<file path="src/rtl/pe_pkg.sv">
// Shared types and constants for the pe scheduler and its arbiter.
package pe_pkg;

    localparam int DATA_W   = 8;
    localparam int RES_W    = 9;
    localparam int OP_W     = 4;
    // Widest requester id the tag can carry (16 requesters).
    localparam int MAX_ID_W = 4;

    localparam logic [OP_W-1:0] OP_LEGAL_MAX = 4'd3;

    typedef enum logic [OP_W-1:0] {
        ADD = 4'd0,
        SUB = 4'd1,
        MUL = 4'd2,
        MAC = 4'd3
    } op_t;

    // Payload of one requester. The opcode is kept as raw bits so that
    // illegal encodings can be carried through and flagged.
    typedef struct packed {
        logic [DATA_W-1:0] a;
        logic [DATA_W-1:0] b;
        logic [DATA_W-1:0] c;
        logic [OP_W-1:0]   op;
    } pe_req_t;

    // Tag that travels alongside an operation through the pipeline.
    typedef struct packed {
        logic                valid;
        logic [MAX_ID_W-1:0] id;
        logic                err;
    } pe_tag_t;

    function automatic logic op_is_legal(input logic [OP_W-1:0] op);
        return (op <= OP_LEGAL_MAX);
    endfunction

endpackage

</file>
<file path="src/rtl/rr_arbiter.sv">
// Round-robin arbiter: one-hot grant to the first active request at or
// after the rotating pointer; the pointer moves past the winner whenever
// the caller signals that the grant was taken.
module rr_arbiter #(
    parameter int N_REQ = 4,
    parameter int ID_W  = $clog2(N_REQ)
) (
    input  logic             clk,
    input  logic             rst_n,
    input  logic             en,
    input  logic [N_REQ-1:0] req,
    output logic [N_REQ-1:0] gnt,
    output logic [ID_W-1:0]  gnt_id,
    input  logic             advance
);

    localparam logic [ID_W-1:0] LAST_ID = ID_W'(N_REQ - 1);

    logic [ID_W-1:0] ptr;
    logic [ID_W:0]   idx_wide;
    logic [ID_W-1:0] idx;
    logic            found;

    // Search from the pointer upward with wrap; first active request wins.
    always_comb begin
        gnt      = '0;
        gnt_id   = '0;
        found    = 1'b0;
        idx_wide = '0;
        idx      = '0;
        if (en) begin
            for (int k = 0; k < N_REQ; k++) begin
                idx_wide = {1'b0, ptr} + (ID_W + 1)'(k);
                if (idx_wide >= (ID_W + 1)'(N_REQ)) begin
                    idx_wide = idx_wide - (ID_W + 1)'(N_REQ);
                end
                idx = idx_wide[ID_W-1:0];
                if (!found && req[idx]) begin
                    found       = 1'b1;
                    gnt[idx]    = 1'b1;
                    gnt_id      = idx;
                end
            end
        end
    end

    // Pointer moves to the requester after the winner only when the grant was used.
    always_ff @(posedge clk) begin
        if (!rst_n) begin
            ptr <= '0;
        end else if (advance) begin
            ptr <= (gnt_id == LAST_ID) ? '0 : gnt_id + 1'b1;
        end
    end

endmodule

</file>
<file path="src/rtl/pe_sched.sv">
// Round-robin scheduler sharing one external pe between N_REQ requesters.
// Issue stage drives the pe pins one cycle after the handshake; the
// response stage returns the tagged result one cycle later.
module pe_sched
    import pe_pkg::*;
#(
    parameter int N_REQ = 4,
    parameter int ID_W  = $clog2(N_REQ),
    parameter int CNT_W = 16
) (
    input  logic                         clk,
    input  logic                         rst_n,
    input  logic                         sched_en,
    input  logic [N_REQ-1:0]             req_valid,
    output logic [N_REQ-1:0]             req_ready,
    input  logic [N_REQ-1:0][DATA_W-1:0] req_a,
    input  logic [N_REQ-1:0][DATA_W-1:0] req_b,
    input  logic [N_REQ-1:0][DATA_W-1:0] req_c,
    input  logic [N_REQ-1:0][OP_W-1:0]   req_op,
    output logic [DATA_W-1:0]            pe_a,
    output logic [DATA_W-1:0]            pe_b,
    output logic [DATA_W-1:0]            pe_c,
    output logic                         pe_en,
    output logic [OP_W-1:0]              pe_op,
    input  logic [RES_W-1:0]             pe_result,
    output logic                         resp_valid,
    output logic [ID_W-1:0]              resp_id,
    output logic [RES_W-1:0]             resp_result,
    output logic                         resp_err,
    output logic                         busy,
    output logic [CNT_W-1:0]             issue_cnt
);

    logic [N_REQ-1:0] gnt;
    logic [ID_W-1:0]  gnt_id;
    logic             handshake;
    pe_req_t          sel;
    pe_tag_t          st1_tag;

    // Grants are only ever given to valid requesters, so any grant is a handshake.
    assign req_ready = gnt;
    assign handshake = |gnt;

    rr_arbiter #(
        .N_REQ (N_REQ),
        .ID_W  (ID_W)
    ) u_arb (
        .clk     (clk),
        .rst_n   (rst_n),
        .en      (sched_en),
        .req     (req_valid),
        .gnt     (gnt),
        .gnt_id  (gnt_id),
        .advance (handshake)
    );

    // Payload of the granted requester.
    always_comb begin
        sel = '{a: req_a[gnt_id], b: req_b[gnt_id], c: req_c[gnt_id], op: req_op[gnt_id]};
    end

    // Issue stage: load the pe pins on a handshake; operands hold otherwise.
    always_ff @(posedge clk) begin
        if (!rst_n) begin
            pe_a    <= '0;
            pe_b    <= '0;
            pe_c    <= '0;
            pe_op   <= '0;
            pe_en   <= 1'b0;
            st1_tag <= '0;
        end else if (handshake) begin
            pe_a    <= sel.a;
            pe_b    <= sel.b;
            pe_c    <= sel.c;
            pe_op   <= sel.op;
            pe_en   <= op_is_legal(sel.op);
            st1_tag <= '{valid: 1'b1, id: MAX_ID_W'(gnt_id), err: ~op_is_legal(sel.op)};
        end else begin
            pe_en   <= 1'b0;
            st1_tag <= '0;
        end
    end

    // Response stage: the tag arrives together with the pe's registered result.
    always_ff @(posedge clk) begin
        if (!rst_n) begin
            resp_valid <= 1'b0;
            resp_id    <= '0;
            resp_err   <= 1'b0;
        end else begin
            resp_valid <= st1_tag.valid;
            resp_id    <= ID_W'(st1_tag.id);
            resp_err   <= st1_tag.valid & st1_tag.err;
        end
    end

    // Count every accepted operation, legal or not; wraps naturally.
    always_ff @(posedge clk) begin
        if (!rst_n) begin
            issue_cnt <= '0;
        end else if (handshake) begin
            issue_cnt <= issue_cnt + 1'b1;
        end
    end

    assign resp_result = (resp_valid && !resp_err) ? pe_result : '0;
    assign busy        = handshake | st1_tag.valid | resp_valid;

endmodule
</file>
<file path="config.mk">
export PLATFORM = sky130hd
export DESIGN_NAME = pe_sched
export DESIGN_NICKNAME = d
export VERILOG_FILES = /design/src/rtl/pe_pkg.sv /design/src/rtl/rr_arbiter.sv /design/src/rtl/pe_sched.sv
export SDC_FILE = /design/constraint.sdc
export NUM_CORES = 1
export LEC_CHECK = 0
export CAP_MARGIN = 10
export CORE_MARGIN = 8
export CORE_UTILIZATION = 40
export DETAILED_ROUTE_END_ITERATION = 16
export PLACE_DENSITY = 0.89
export SYNTH_ARGS = -nofsm -noshare
export SYNTH_HDL_FRONTEND = slang
export SYNTH_SLANG_ARGS = --single-unit
</file>
<file path="constraint.sdc">
create_clock -name clk -period 4.82 [get_ports clk]
set_input_delay 0.964 -clock clk [delete_from_list [all_inputs] [get_ports clk]]
set_output_delay 0.964 -clock clk [all_outputs]
set_load 0.1 [all_outputs]
</file>
## Word-level counts from Yosys, hierarchy flattened

Cells that the tools add are included.

| word-level totals | value |
|---|---|
| register bits after elaboration | 55 |
| output and inout port bits | 63 |
| word-level logic and storage cells | 112 |

| operators by class | value |
|---|---|
| muxes and demuxes | 54 |
| reductions and logical operators | 14 |
| $lt $le $gt $ge | 14 |
| bitwise logic cells | 7 |
| add/subtract/negate cells | 9 |
| eq/ne operators | 1 |

Operators by type and width:

| kind | count |
|---|---|
| 8-bit binary-select mux with 2-bit select | 3 |
| 4-bit two-way mux | 9 |
| 2-bit two-way mux | 14 |
| 8-bit two-way mux | 3 |
| 16-bit by 1-bit adder with 16-bit output, second input constant | 1 |
| 2-bit by 3-bit less-than comparator with 1-bit output, second input constant | 5 |
| 1-bit two-way mux | 14 |
| 4-bit bitwise OR | 3 |
| 3-bit greater-or-equal comparator, second input constant | 3 |
| 9-bit two-way mux | 1 |
| 1-bit binary-select mux with 2-bit select | 4 |
| 4-bit binary-select mux with 2-bit select | 1 |
| 1-bit demux with 2-bit select | 4 |
| 2-bit by 1-bit greater-or-equal comparator with 1-bit output, second input constant | 4 |
| 1-bit logical AND | 8 |
| 2-bit by 1-bit subtractor with 2-bit output, second input constant | 4 |
| 2-bit by 2-bit adder with 3-bit output, second input constant | 2 |
| 6-bit two-way mux | 1 |
| 4-bit by 2-bit <= comparator with 1-bit output, second input constant | 1 |
| 1-bit zero test | 4 |
| 4-bit OR reduction | 1 |
| 2-bit by 1-bit adder with 3-bit output, second input constant | 1 |
| 2-bit by 3-bit greater-or-equal comparator with 1-bit output, second input constant | 1 |
| 2-bit by 1-bit adder with 2-bit output, second input constant | 1 |
| other kinds (5) | 6 |

## Depth between registers and ports, before layout

| depth | value |
|---|---|
| depth after elaboration | 24 |
| depth in mapped cells | 13 |
| mapped depth without buffers | 10 |

## Cells and area by module

A second synthesis with hierarchy kept.

| second synthesis, totals | value |
|---|---|
| cells, all modules | 338 |
| area total of the unflattened synthesis | 3333.2 um^2 |

Modules (own cells, without submodules):

| module | cells an instance | sequential area each (um^2) | area each (um^2) | instances |
|---|---|---|---|---|
| pe_sched | 268 | 1061.0 | 2697.6 | 1 |
| rr_arbiter | 70 | 40.0 | 635.6 | 1 |

## Worst setup path before layout

No wires, ideal clock.

| timing | value |
|---|---|
| path type | reg-to-output |
| start | reg u_arb.ptr[0] |
| end | out req_ready[2] |
| stages on the path, launching flop included | 11 |
| slack | -0.785 ns |
| required time | 3.856 ns |
| path buffers | 3 |
| arrival | 4.641 ns |
| cell sequence | dfxtp_1 -> buf_2 -> inv_1 -> ha_1 -> buf_6 -> mux4_2 -> nor2b_1 -> a221oi_1 -> a21o_1 -> clkbuf_1 -> a21boi_0 |

| on the way | value |
|---|---|
| longest elaborated chain between the ends | 19 |
| elaborated cells between the ends (all ways) | 70 |
| those cells by class | add/sub: 7; order compare: 12; mux: 38; bitwise: 3; reduce/logical: 10 |

RTL lines:

| item | RTL line | source |
|---|---|---|
| start: declaration | rr_arbiter.sv:19 | `logic [ID_W-1:0] ptr;` |
| start signal: assignment | rr_arbiter.sv:52 | `ptr <= (gnt_id == LAST_ID) ? '0 : gnt_id + 1'b1;` |
| branches (longest 17 deep; another with 2-bit by 1-bit adder with 3-bit output) | - |  |
| 4-bit two-way mux * | rr_arbiter.sv:38 | `if (!found && req[idx]) begin` |
| 4-bit two-way mux * | rr_arbiter.sv:31 | `if (en) begin` |
| end: declaration | pe_sched.sv:15 | `output logic [N_REQ-1:0] req_ready,` |

Every way passes the cells marked *. The select of a mux whose other input is x is not followed.

## Worst setup path in the final report

| timing | value |
|---|---|
| start | reg u_arb.ptr[1] |
| end | out busy |

| on the way | value |
|---|---|
| longest elaborated chain between the ends | 22 |
| elaborated cells between the ends (all ways) | 73 |
| those cells by class | add/sub: 7; order compare: 12; mux: 38; bitwise: 5; reduce/logical: 11 |

RTL lines:

| item | RTL line | source |
|---|---|---|
| branches (longest 17 deep; another with 2-bit by 1-bit adder with 3-bit output) | - |  |
| 4-bit two-way mux * | rr_arbiter.sv:38 |  |
| 4-bit two-way mux * | rr_arbiter.sv:31 |  |
| 4-bit OR reduction * | pe_sched.sv:42 | `assign handshake = \|gnt;` |
| 1-bit bitwise OR * (2 in series) | pe_sched.sv:107 | `assign busy = handshake \| st1_tag.valid \| resp_valid;` |
| end: declaration | pe_sched.sv:30 | `output logic busy,` |

Marks and branches as above.

==> impl_results.md <==
* Status: completed
* Detailed-placement wirelength estimate at 10.33 mm
* Seq cells post-synth at 55
* Largest net degree at the start of global routing at 70
* Drt initial violations at 113
* Max VDD drop at between 200 and 250 uV
* # rows at 35
* Fin Setup TNS at 0 ns
* Distinct cells, synth at 52
* Routed WL per cell at about 17 um
* Vias post-DR at 4009
* DRC at 0
* Global-route wire length before repair at roughly 20 mm
* Worst slew margin at 0.3029
* I/O Buffers at 190
* Largest area contributor in the netlist: dfxtp_1
* Area growth, synth to finish at 54.66%
* Worst setup path endpoint: busy
* H-tree Lvls at 2
* I/O pin total at around 190
* Tcrit/Tclk final at 0.9386
* Commonest non-fill, non-tap cell in the layout: clkdlybuf4s50_1
* Top cells by area, synth: dfxtp_1, mux2i_1, nand2_1
* Max capacitance violation total at 0
* P_leak at between 2 and 3 nW
* Primary FF master, synth: dfxtp_1
* PwrDens at between 400 and 500 nW/um2
* TritonCTS Buffers at 5
* Final wirelength at ~13 mm
* Syn Inst Count at roughly 460
* Final min period at 4.524 ns
* Register area share after synthesis at 0.2908
* Worst slew pin tran at ~1.0 ns
* Internal power at 0.001154 W
* Antenna viol nets, final at 0
* Fmax at between 200 and 250 MHz
* Sw frac at 0.5202
* Final Skew at roughly 0.012 ns
* Worst Reg-to-Reg Cells at 10
* DR vias/cell at 5.396
* Hold_buf cts at 0
* FF-to-FF setup slack at around 0.87 ns
* CP startpoint: u_arb.ptr[1]
* GRT overflow at 0
* R2r startpoint: u_arb.ptr[1]
* Most frequent cells in the layout: clkdlybuf4s50_1, nand2_1, mux2i_1
* Clock sinks at 55
* Crit. End Element: output pin
* Worst-case clock buffer depth at 2
* Post-synth EDFFs at 0
* Clock Power Share at 0.105
* R2r endpoint: st1_tag[0]
* Comb pwr share at 0.657
* Postcts setup bufs at 0
* CTS resizes at 0
* Die area at between 10000 and 15000 um2
* Worst setup SP type: register
* TritonCTS clock tree: yes
* Die W at roughly 110 um
* Root buffer cell: clkbuf_8
* Sw power at 0.001251 W
* Initial antenna violation count at 0
* Netlist Area Pre-Place at about 3800 um2
* Post-Place Worst Slack at 0.3794 ns
* Ys async rst share at 0
* Register share of total power at 0.238
* Max-slew violation count at 0
* RSZ-0062 raised after global routing: false
* Core Area at ~9200 um2
* Drt pass-1 iters at 9
* Post-synth top area share at 0.2908
* Hold Crit Class: register to register
* Die Height at between 100 and 150 um
* Syn Area/Cell at between 8 and 9 um2
* Final hold violation count at 0
* Vias in the first global route at 4188
* Critical path peak fanout at 11
* FILL cells at 737
* Later-pin clock latency in the skew report at 0.30 ns
* Total Routing Usage GR at 0.1910
* Setup violators final at 0
* Ant. Diodes at 0
* Starting Density at 0.4117
* CP required at slightly below 4 ns
* Setup WS post-layout at between 0.2 and 0.3 ns
* Worst-path clk slew at roughly 0.1 ns
* Nets at between 700 and 800
* GP Congestion at 0.8343
* Placed Area at a little under 6000 um2
* Synth warnings at 0
* Crit Path Class: register to output pin
* Layout cells sized above 1 at 0.07911
* Crit path DAT at about 3.6 ns
* Final instance area at a little under 6000 um2
* Post-synth net total at 600
power by group through the flow:
stage / registers, W / clock network, W / logic [W]
final: 0.000572 / 0.000253 / 0.00158
after CTS: 0.000571 / 0.000264 / 0.00159
after global routing: 0.000581 / 0.000279 / 0.00166
after floorplan: 0.00103 / 0 / 0.000709
after global placement: 0.000576 / 0 / 0.00155
after detailed placement: 0.000581 / 0 / 0.00158
cell type report:
type                       count  area (um2)  share of cell area
clock buffer                   5       68.82             0.01175
timing repair buffer         199        2004              0.3423
sequential                    55        1101              0.1880
inverter                      13       48.80            0.008333
clock inverter                 3       20.02            0.003419
multi-input combinational    357        2474              0.4224
tap                          111       138.9             0.02372
cells by family (layout without fill, tap and decap cells):
group | after synthesis | after routing | share of synthesized area
buf+inv | 50 | 220 | 0.06246
xor+xnor | 11 | 11 | 0.02545
flops | 55 | 55 | 0.2908
mux | 59 | 59 | 0.1659
simple gates | 205 | 205 | 0.2515
compound gates | 72 | 72 | 0.1709
fa+ha+maj | 10 | 10 | 0.03305
critical path, stage by stage, from the launching register on:
cell and delay, ns:
dfxtp_1 0.56, inv_1 0.20, ha_1 0.52, mux4_2 0.64, a21oi_1 0.21, a22oi_2 0.11
nor4_4 0.36, a21boi_4 0.10, or3_1 0.37, buf_12 0.19
cells in the mapped netlist (9+ instances only):
master     n
nor2_1    45
dfxtp_1   55
a21oi_1   11
ha_1      10
inv_1     13
and2_1    13
and3_1     9
buf_2     12
a41o_1    26
clkbuf_1  18
mux2i_1   56
xnor2_1   11
nand2_1   99
flip-flops by register name (all words and copies together) (netlist names):
signal and cells:
pe_a 8, pe_op 4, u_arb.ptr 2, resp_id 2, pe_en 1, pe_b 8
resp_valid 1, issue_cnt 16, resp_err 1, st1_tag 4, pe_c 8
layer usage:
layer | share of wire | GRT usage | up-vias
li1 | - | - | 1956
met1 | 0.37 | 0.1942 | 1874
met2 | 0.53 | 0.3603 | 162
met3 | 0.087 | 0.06816 | 17
met4 | 0.014 | 0.04885 | 0
met5 | 0 | 0 | -
worst min path at each step:
stage / from / to / slack [ns] / cells past startpoint
2_1_floorplan: st1_tag[1] / resp_id[0] / 0.41 / 1
3_3_place_gp: st1_tag[2] / resp_id[1] / 0.42 / 1
3_5_place_dp: st1_tag[1] / resp_id[0] / 0.44 / 1
4_1_cts: st1_tag[1] / resp_id[0] / 0.47 / 1
5_1_grt: st1_tag[1] / resp_id[0] / 0.49 / 1
6_report: st1_tag[1] / resp_id[0] / 0.46 / 1
stage by stage:
step | power [W] | util | hold WS, ns | cells
final | 0.002406 | 0.6367 | 0.4596 | 743
after global routing | 0.002520 | 0.6367 | 0.4900 | 743
after CTS | 0.002421 | 0.6367 | 0.4670 | 743
after detailed placement | 0.002162 | 0.6271 | 0.4421 | 735
after global placement | 0.002126 | 0.6271 | 0.4223 | 735
after floorplan | 0.001739 | - | 0.4119 | 462
Note: power is estimated with default switching activity, not from simulation.
